==> config.mk <==
export PLATFORM = sky130hd
export DESIGN_NAME = scalu_rs
export DESIGN_NICKNAME = d
export VERILOG_FILES = /design/src/rtl/scalu_rs.sv
export SDC_FILE = /design/constraint.sdc
export NUM_CORES = 1
export LEC_CHECK = 0
export ABC_AREA = 1
export CAP_MARGIN = 20
export CELL_PAD_IN_SITES_DETAIL_PLACEMENT = 1
export CELL_PAD_IN_SITES_GLOBAL_PLACEMENT = 1
export CORE_ASPECT_RATIO = 1.2
export CORE_MARGIN = 3
export CORE_UTILIZATION = 39
export DETAILED_ROUTE_END_ITERATION = 10
export HOLD_SLACK_MARGIN = 0.02
export PLACE_DENSITY_LB_ADDON = 0.05
export SLEW_MARGIN = 15
export SYNTH_ARGS = -nofsm -noshare
export SYNTH_HDL_FRONTEND = slang
export SYNTH_SLANG_ARGS = --single-unit
==> constraint.sdc <==
create_clock -name clk -period 4.1 [get_ports clk]
set_input_delay 0.41 -clock clk [delete_from_list [all_inputs] [get_ports clk]]
set_output_delay 0.41 -clock clk [all_outputs]
set_load 0.03 [all_outputs]
==> src/rtl/scalu_rs.sv <==
// Reservation station feeding the single-cycle scalar ALU: buffers dispatched ops,
// snoops the writeback bus for missing operands, issues one ready op per cycle.
// Optional oldest-first select is enabled by defining SCALU_RS_AGE_EN.
module scalu_rs #(
    parameter int DEPTH = 4,
    parameter int IDXW  = 2
) (
    input  logic        clk,
    input  logic        rst,
    input  logic        disp_valid,
    input  logic [4:0]  disp_op,
    input  logic [6:0]  disp_robid,
    input  logic [5:0]  disp_rd,
    input  logic        disp_op1_rdy,
    input  logic [31:0] disp_op1,
    input  logic        disp_op2_rdy,
    input  logic [31:0] disp_op2,
    output logic        rs_full,
    input  logic        wb_valid,
    input  logic [6:0]  wb_robid,
    input  logic [31:0] wb_result,
    output logic        exers_scalu_issue,
    output logic [4:0]  exers_scalu_op,
    output logic [6:0]  exers_robid,
    output logic [5:0]  exers_rd,
    output logic [31:0] exers_op1,
    output logic [31:0] exers_op2,
    input  logic        scalu_stall,
    input  logic        rob_flush
);

    logic [DEPTH-1:0] valid_q;
    logic [DEPTH-1:0] r1_q;
    logic [DEPTH-1:0] r2_q;
    logic [4:0]       op_q    [DEPTH];
    logic [6:0]       robid_q [DEPTH];
    logic [5:0]       rd_q    [DEPTH];
    logic [31:0]      op1_q   [DEPTH];
    logic [31:0]      op2_q   [DEPTH];

    logic [DEPTH-1:0] ready;
    logic [IDXW-1:0]  alloc_idx;
    logic             alloc_found;
    logic             alloc_en;
    logic [IDXW-1:0]  sel_idx;
    logic             sel_found;
    logic             fire;
    logic             cap1;
    logic             cap2;

    assign ready    = valid_q & r1_q & r2_q;
    assign rs_full  = &valid_q;
    assign alloc_en = disp_valid & ~rs_full;

    // Operand arriving on the broadcast in the dispatch cycle is captured directly.
    assign cap1 = ~disp_op1_rdy & wb_valid & (disp_op1[6:0] == wb_robid);
    assign cap2 = ~disp_op2_rdy & wb_valid & (disp_op2[6:0] == wb_robid);

    always_comb begin
        alloc_idx   = '0;
        alloc_found = 1'b0;
        for (int i = 0; i < DEPTH; i++) begin
            if (!valid_q[i] && !alloc_found) begin
                alloc_idx   = IDXW'(i);
                alloc_found = 1'b1;
            end
        end
    end

`ifdef SCALU_RS_AGE_EN
    // age_q[i][j] set means entry i was allocated before entry j.
    logic [DEPTH-1:0] age_q [DEPTH];
    logic             older;

    always_comb begin
        sel_idx   = '0;
        sel_found = 1'b0;
        older     = 1'b0;
        for (int i = 0; i < DEPTH; i++) begin
            if (ready[i] && !sel_found) begin
                older = 1'b0;
                for (int j = 0; j < DEPTH; j++) begin
                    if (ready[j] && age_q[j][i]) begin
                        older = 1'b1;
                    end
                end
                if (!older) begin
                    sel_idx   = IDXW'(i);
                    sel_found = 1'b1;
                end
            end
        end
    end

    always_ff @(posedge clk) begin
        if (rst) begin
            for (int i = 0; i < DEPTH; i++) begin
                age_q[i] <= '0;
            end
        end else if (alloc_en && !rob_flush) begin
            for (int j = 0; j < DEPTH; j++) begin
                age_q[alloc_idx][j] <= 1'b0;
                age_q[j][alloc_idx] <= (IDXW'(j) != alloc_idx);
            end
        end
    end
`else
    always_comb begin
        sel_idx   = '0;
        sel_found = 1'b0;
        for (int i = 0; i < DEPTH; i++) begin
            if (ready[i] && !sel_found) begin
                sel_idx   = IDXW'(i);
                sel_found = 1'b1;
            end
        end
    end
`endif

    assign exers_scalu_issue = |ready;
    assign fire              = exers_scalu_issue & ~scalu_stall;

    assign exers_scalu_op = exers_scalu_issue ? op_q[sel_idx]    : '0;
    assign exers_robid    = exers_scalu_issue ? robid_q[sel_idx] : '0;
    assign exers_rd       = exers_scalu_issue ? rd_q[sel_idx]    : '0;
    assign exers_op1      = exers_scalu_issue ? op1_q[sel_idx]   : '0;
    assign exers_op2      = exers_scalu_issue ? op2_q[sel_idx]   : '0;

    always_ff @(posedge clk) begin
        if (rst || rob_flush) begin
            valid_q <= '0;
        end else begin
            for (int i = 0; i < DEPTH; i++) begin
                if (valid_q[i] && wb_valid) begin
                    if (!r1_q[i] && (op1_q[i][6:0] == wb_robid)) begin
                        op1_q[i] <= wb_result;
                        r1_q[i]  <= 1'b1;
                    end
                    if (!r2_q[i] && (op2_q[i][6:0] == wb_robid)) begin
                        op2_q[i] <= wb_result;
                        r2_q[i]  <= 1'b1;
                    end
                end
            end
            if (fire) begin
                valid_q[sel_idx] <= 1'b0;
            end
            // Alloc target is always an invalid entry, so it never collides with the freed one.
            if (alloc_en) begin
                valid_q[alloc_idx] <= 1'b1;
                op_q[alloc_idx]    <= disp_op;
                robid_q[alloc_idx] <= disp_robid;
                rd_q[alloc_idx]    <= disp_rd;
                r1_q[alloc_idx]    <= disp_op1_rdy | cap1;
                r2_q[alloc_idx]    <= disp_op2_rdy | cap2;
                op1_q[alloc_idx]   <= cap1 ? wb_result : disp_op1;
                op2_q[alloc_idx]   <= cap2 ? wb_result : disp_op2;
            end
        end
    end

endmodule

After elaboration in Yosys (flattened, before gate mapping)
Memories as Yosys holds them, arrays and structs flattened.
Cells that the tools add are included.
{"block": "classes", "magnitude_cmp": 4, "n_eq_ne": 10, "n_mux": 89, "bitwise_logic": 17, "n_reduce_logical": 39}
{"cell": "two-way mux 32 bit", "n": 4}
{"cell": "equality test 7 bit", "n": 10}
{"cell": "two-way mux 1 bit", "n": 69}
{"cell": "logical AND 1 bit", "n": 20}
{"cell": "two-way mux 4 bit", "n": 5}
{"cell": "logical NOT 1 bit", "n": 16}
{"cell": "bitwise AND 4 bit", "n": 3}
{"cell": "bitwise mux 4 bit", "n": 2}
{"cell": "two-way mux 2 bit", "n": 4}
{"cell": "two-way mux 7 bit", "n": 1}
{"cell": "bitwise AND 1 bit", "n": 6}
{"cell": "less-than comparator 2 x 3 -> 1 bit (second input constant)", "n": 2}
{"cell": "two-way mux 6 bit", "n": 1}
{"cell": "two-way mux 5 bit", "n": 1}
{"cell": "demux 1 bit (select 2 bit)", "n": 2}
{"cell": "greater-or-equal comparator 2 x 1 -> 1 bit (second input constant)", "n": 2}
{"cell": "NOT 1 bit", "n": 4}
{"cell": "NOT 4 bit", "n": 1}
{"cell": "bitwise OR 4 bit", "n": 1}
{"cell": "AND reduction 4 bit", "n": 1}
{"cell": "OR reduction 4 bit", "n": 1}
{"cell": "bitwise OR 1 bit", "n": 2}
{"cell": "logical OR 1 bit", "n": 1}
{"block": "word_totals", "reg_bits": 12, "mem_bits_rw": 328, "in_bits": 129, "mem_count": 5}
{"memory": "op1_q", "words": 4, "word_bits": 32, "read_ports": 5, "rd_clocked_by_memory_dff": 0, "wr": 5, "line": "38", "text": "logic [31:0] op1_q [DEPTH];"}
{"memory": "op2_q", "words": 4, "word_bits": 32, "read_ports": 5, "rd_clocked_by_memory_dff": 0, "wr": 5, "line": "39", "text": "logic [31:0] op2_q [DEPTH];"}
{"memory": "robid_q", "words": 4, "word_bits": 7, "read_ports": 1, "rd_clocked_by_memory_dff": 0, "wr": 1, "line": "36", "text": "logic [6:0] robid_q [DEPTH];"}
{"memory": "rd_q", "words": 4, "word_bits": 6, "read_ports": 1, "rd_clocked_by_memory_dff": 0, "wr": 1, "line": "37", "text": "logic [5:0] rd_q [DEPTH];"}
{"memory": "op_q", "words": 4, "word_bits": 5, "read_ports": 1, "rd_clocked_by_memory_dff": 0, "wr": 1, "line": "35", "text": "logic [4:0] op_q [DEPTH];"}

Longest topological paths before layout
{"block": "depth", "ltp_word": 22, "ltp_mapped": 13, "ltp_nobuf": 11}

Least setup slack after synthesis
OpenSTA, ideal clock, no wires.
{"block": "synth_path", "path_kind": "input port to flip-flop", "start": "in rob_flush", "end": "mem op1_q[3][0] (enable)", "setup_ps": 466, "t_arrival_ps": 3598, "t_required_ps": 3634, "path_slack_ps": 36, "cell_stages": 4, "path_buffers": 1, "path_cell_list": "nor2_1 -> clkbuf_1 -> nand2_1 -> o21ai_0"}
{"item": "start, declared", "line": "29", "text": "input logic rob_flush"}
{"item": "end, declared", "line": "38"}

Final worst setup path
{"block": "layout_path", "start": "reg r1_q[0]", "end": "out exers_op2[31]"}
{"block": "layout_via", "elab_chain_cells": 14, "word_cells_on_any_way": 17}
{"item": "start, declared", "line": "33", "text": "logic [DEPTH-1:0] r1_q;"}
{"item": "start signal, assigned by index", "line": "154", "text": "r1_q[alloc_idx] <= disp_op1_rdy | cap1;"}
{"item": "bitwise AND 4 bit * (2 in series)", "line": "51", "text": "assign ready = valid_q & r1_q & r2_q;"}
{"item": "two-way mux 1 bit", "line": "112", "text": "if (ready[i] && !sel_found) begin"}
{"item": "logical NOT 1 bit", "line": "112"}
{"item": "logical AND 1 bit", "line": "112"}
{"item": "two-way mux 1 bit", "line": "112"}
{"item": "logical NOT 1 bit", "line": "112"}
{"item": "logical AND 1 bit", "line": "112"}
{"item": "two-way mux 1 bit", "line": "112"}
{"item": "logical NOT 1 bit", "line": "112"}
{"item": "logical AND 1 bit", "line": "112"}
{"item": "two-way mux 2 bit", "line": "112"}
{"item": "memory (4 x 32 bit)"}
{"item": "two-way mux 32 bit *", "line": "127", "text": "assign exers_op2 = exers_scalu_issue ? op2_q[sel_idx] : '0;"}
{"item": "end, declared", "line": "27", "text": "output logic [31:0] exers_op2,"}
Every way passes the cells marked *; elsewhere a longest branch is shown, timed or not.

==> results.json <==
{
  "worst_setup_path_end_kind": "output port",
  "ff2ff_setup_slack_ps": 1380,
  "core-area_um2": 48400,
  "clk_root_buffer_cell": "sky130_fd_sc_hd__clkbuf_16",
  "tritoncts": "built",
  "initialDrtViolationCount": 1201,
  "antenna_found_initial": 4,
  "power_mw": 7.92,
  "worstMarginPinSlew_ps": 1020,
  "first_global_vias": 18300,
  "layout_min_cycle_time_ps": 3860,
  "post-route-cell-area_um2": 23200,
  "drv_cap": 0,
  "critical_path.cell_chain": "nand3_1 > nand2_1 > inv_1 > nand2_4 > buf_4 > nor2_1 > a21oi_1 > a21oi_1 > clkdlybuf4s50_1",
  "fin_crit_sh_pct": 94.2,
  "grt-ovfl-total": 0,
  "synth_largest_type_area_fraction_pct": 52.4,
  "ff_latch_area_um2": 10200,
  "grt_setup_unrepaired": "false",
  "place.port_buffers": 212,
  "antenna_left": 0,
  "globalplace.congestion": 0.980,
  "fill_cells": 5905,
  "worst-path-buf-inv": 3,
  "routedWlPerCell_um": 23.2,
  "skew_final_ps": 15.3,
  "final_hold_fails": 0,
  "max_clock_freq_ghz": 0.259,
  "area_growth_syn_to_layout_pct": 20.5,
  "drt-total-wl_mm": 75.3,
  "layout-drive-gt1-share_pct": 7.54,
  "placementRows": 88,
  "clock_insertion_delay_worst_skew_ps": 540,
  "powerDensity_nw_per_um2": 341,
  "die_height_um": 250,
  "worst_path_most_repeated_cell": "sky130_fd_sc_hd__a21oi_1",
  "numCtsBuffers": 39,
  "post_detail_place_hpwl_mm": 48.6,
  "chipWidth_um": 209,
  "drc": 0,
  "cp_data_arrival_time_ps": 3450,
  "synth_ff_type": "sky130_fd_sc_hd__edfxtp_1",
  "timing.critical_path.slowest_cell_delay_ps": 760,
  "worstHoldPathType": "in -> reg",
  "io-pin-count": 213,
  "slowest_library_cell_on_the_worst_path": "sky130_fd_sc_hd__clkdlybuf4s50_1",
  "cts.reportedPaths.clkPinSlew_ps": 60,
  "initial_utilization_pct": 39.8,
  "total_leakage_power_nw": 10.2,
  "synth_fp_nets": 2535,
  "synth.lib_cells_used.distinct": 31,
  "crit_type": "reg -> out",
  "die-area_um2": 52100,
  "placed_cell_area_um2": 22000,
  "synth_enable_flop_cells": 336,
  "clk_path_buf_depth": 3,
  "top_count_cell_post_synth": "sky130_fd_sc_hd__nand2_1",
  "timing.final.max_slew_violations": 0,
  "critical-path-top-delay-family": "buffers and inverters",
  "setup.worst_path.start_class": "flip-flop",
  "gate_count_post_synth": 2406,
  "report.final.setup_viol": 0,
  "synthesis.yosys.warnings": 0,
  "synthTopCellsByCount": "sky130_fd_sc_hd__nand2_1, sky130_fd_sc_hd__inv_1, sky130_fd_sc_hd__edfxtp_1, sky130_fd_sc_hd__a21oi_1, sky130_fd_sc_hd__nand3_1",
  "number_of_synthesized_register_bits": 340,
  "drt_pre_antenna_iters": 5,
  "pin_count_of_the_biggest_net_entering_global_routing": 83,
  "grt_pass1_wl_mm": 112,
  "vdd.ir_drop.worst_mv": 0.229,
  "routed_via_density": 5.36,
  "synth.area.top_cells": "sky130_fd_sc_hd__edfxtp_1, sky130_fd_sc_hd__nand2_1, sky130_fd_sc_hd__inv_1",
  "async_reset_ff_share_pct": 0,
  "cts_setup_buffers": 0,
  "timing.slew.headroom_pct": 31.9,
  "fin_nets": 2718,
  "htree_levels": 2,
  "tns_ps": 0,
  "vias": 17400,
  "cp_max_fo": 32,
  "multi_input_area_um2": 7120,
  "sequential_fraction_of_the_synthesis_area_pct": 52.8,
  "synthDominantAreaCellType": "sky130_fd_sc_hd__edfxtp_1",
  "run_status": "completed",
  "synth_cell_area_um2": 19300,
  "groute.usage.overall_pct": 28.3,
  "timing.critical_path.required_ps": 3690,
  "syn-mean-instance-area_um2": 8.01,
  "clock_sink_count": 340
}
[report_power, final]
part / total (mW) / internal, mW / switching (mW)
clock network: 3.32 / 1.91 / 1.41
registers: 3.88 / 3.87 / 0.0146
logic: 0.719 / 0.263 / 0.457
[through the flow]
step / cells / utilization, % / setup WS (ps) / hold WS, ps
2_1_floorplan: 2406 / - / 36.5 / 482
3_3_place_gp: 3178 / 45.5 / 826 / 502
3_5_place_dp: 3178 / 45.5 / 711 / 519
4_1_cts: 3244 / 47.9 / 125 / 515
5_1_grt: 3244 / 47.9 / 50.6 / 520
6_report: 3245 / 47.9 / 239 / 543
[worst register-to-register path, delay by kind of cell, from the launching register on]
kind	cells	cell delay (ps)
DFF	1	440
AOI/OAI and AO/OA	1	470
and+or+nand+nor	4	1140
buffers and inverters	1	320
[state kept, by name, summed over array words and instances (netlist names)]
register and cells:
robid_q 28, r1_q 4, rd_q 24, valid_q 4, op1_q 128, op2_q 128, op_q 20, r2_q 4
[cell families (layout without fill, tap and decap cells)]
family,after synthesis,in the layout,synth area share [%]
buffers and inverters,484,692,11.0
xor gates and xnor gates,14,14,0.636
DFF,340,340,52.8
and+or+nand+nor,1297,1297,27.7
AOI/OAI and AO/OA,271,271,7.87
other,0,1,0
[layer usage]
layer / part of all wire [%] / GRT usage, %
met1: 40 / 35.4
met2: 49 / 49.4
met3: 5.9 / 3.96
met4: 4.3 / 11.0
met5: 0.047 / 0
[repair_timing]
action	4_1_cts	5_1_grt
setup endpoints to repair	0	19
gates resized for setup	0	1
hold buffers	0	0
[final timing paths]
kind,cells after the start,endpoint,startpoint
worst max-delay path,9,exers_op2[31],r1_q[0]$_DFFE_PP_
worst min register to register,2,valid_q[1]$_SDFF_PN0_,valid_q[1]$_SDFF_PN0_
worst max register to register,6,op1_q[1][7]$_DFFE_PP_,valid_q[1]$_SDFF_PN0_
worst min-delay path,1,robid_q[3][4]$_DFFE_PN_,disp_robid[4]
[cell type report]
class	count	area share, %
Sequential cell	340	43.8
Tap cell	630	3.39
Multi-Input combinational cell	1582	30.6
Antenna cell	1	0.0108
Inverter	365	5.92
Clock inverter	13	0.533
Timing Repair Buffer	261	11.2
Clock buffer	53	4.51
[cells in the final DEF (no fill, tap or decap), drive strengths merged, types with 5 or more instances in the layout]
cell type      instances
a21oi                254
buf                   49
clkbuf                53
clkdlybuf4s50        212
clkinv                10
edfxtp               336
inv                  366
nand2                939
nand3                215
nand4                 15
nor2                 116
nor3                   5
o21ai                 12
or2                    5
xnor2                  9
xor2                   5
Note: power is estimated with default switching activity, not from simulation.
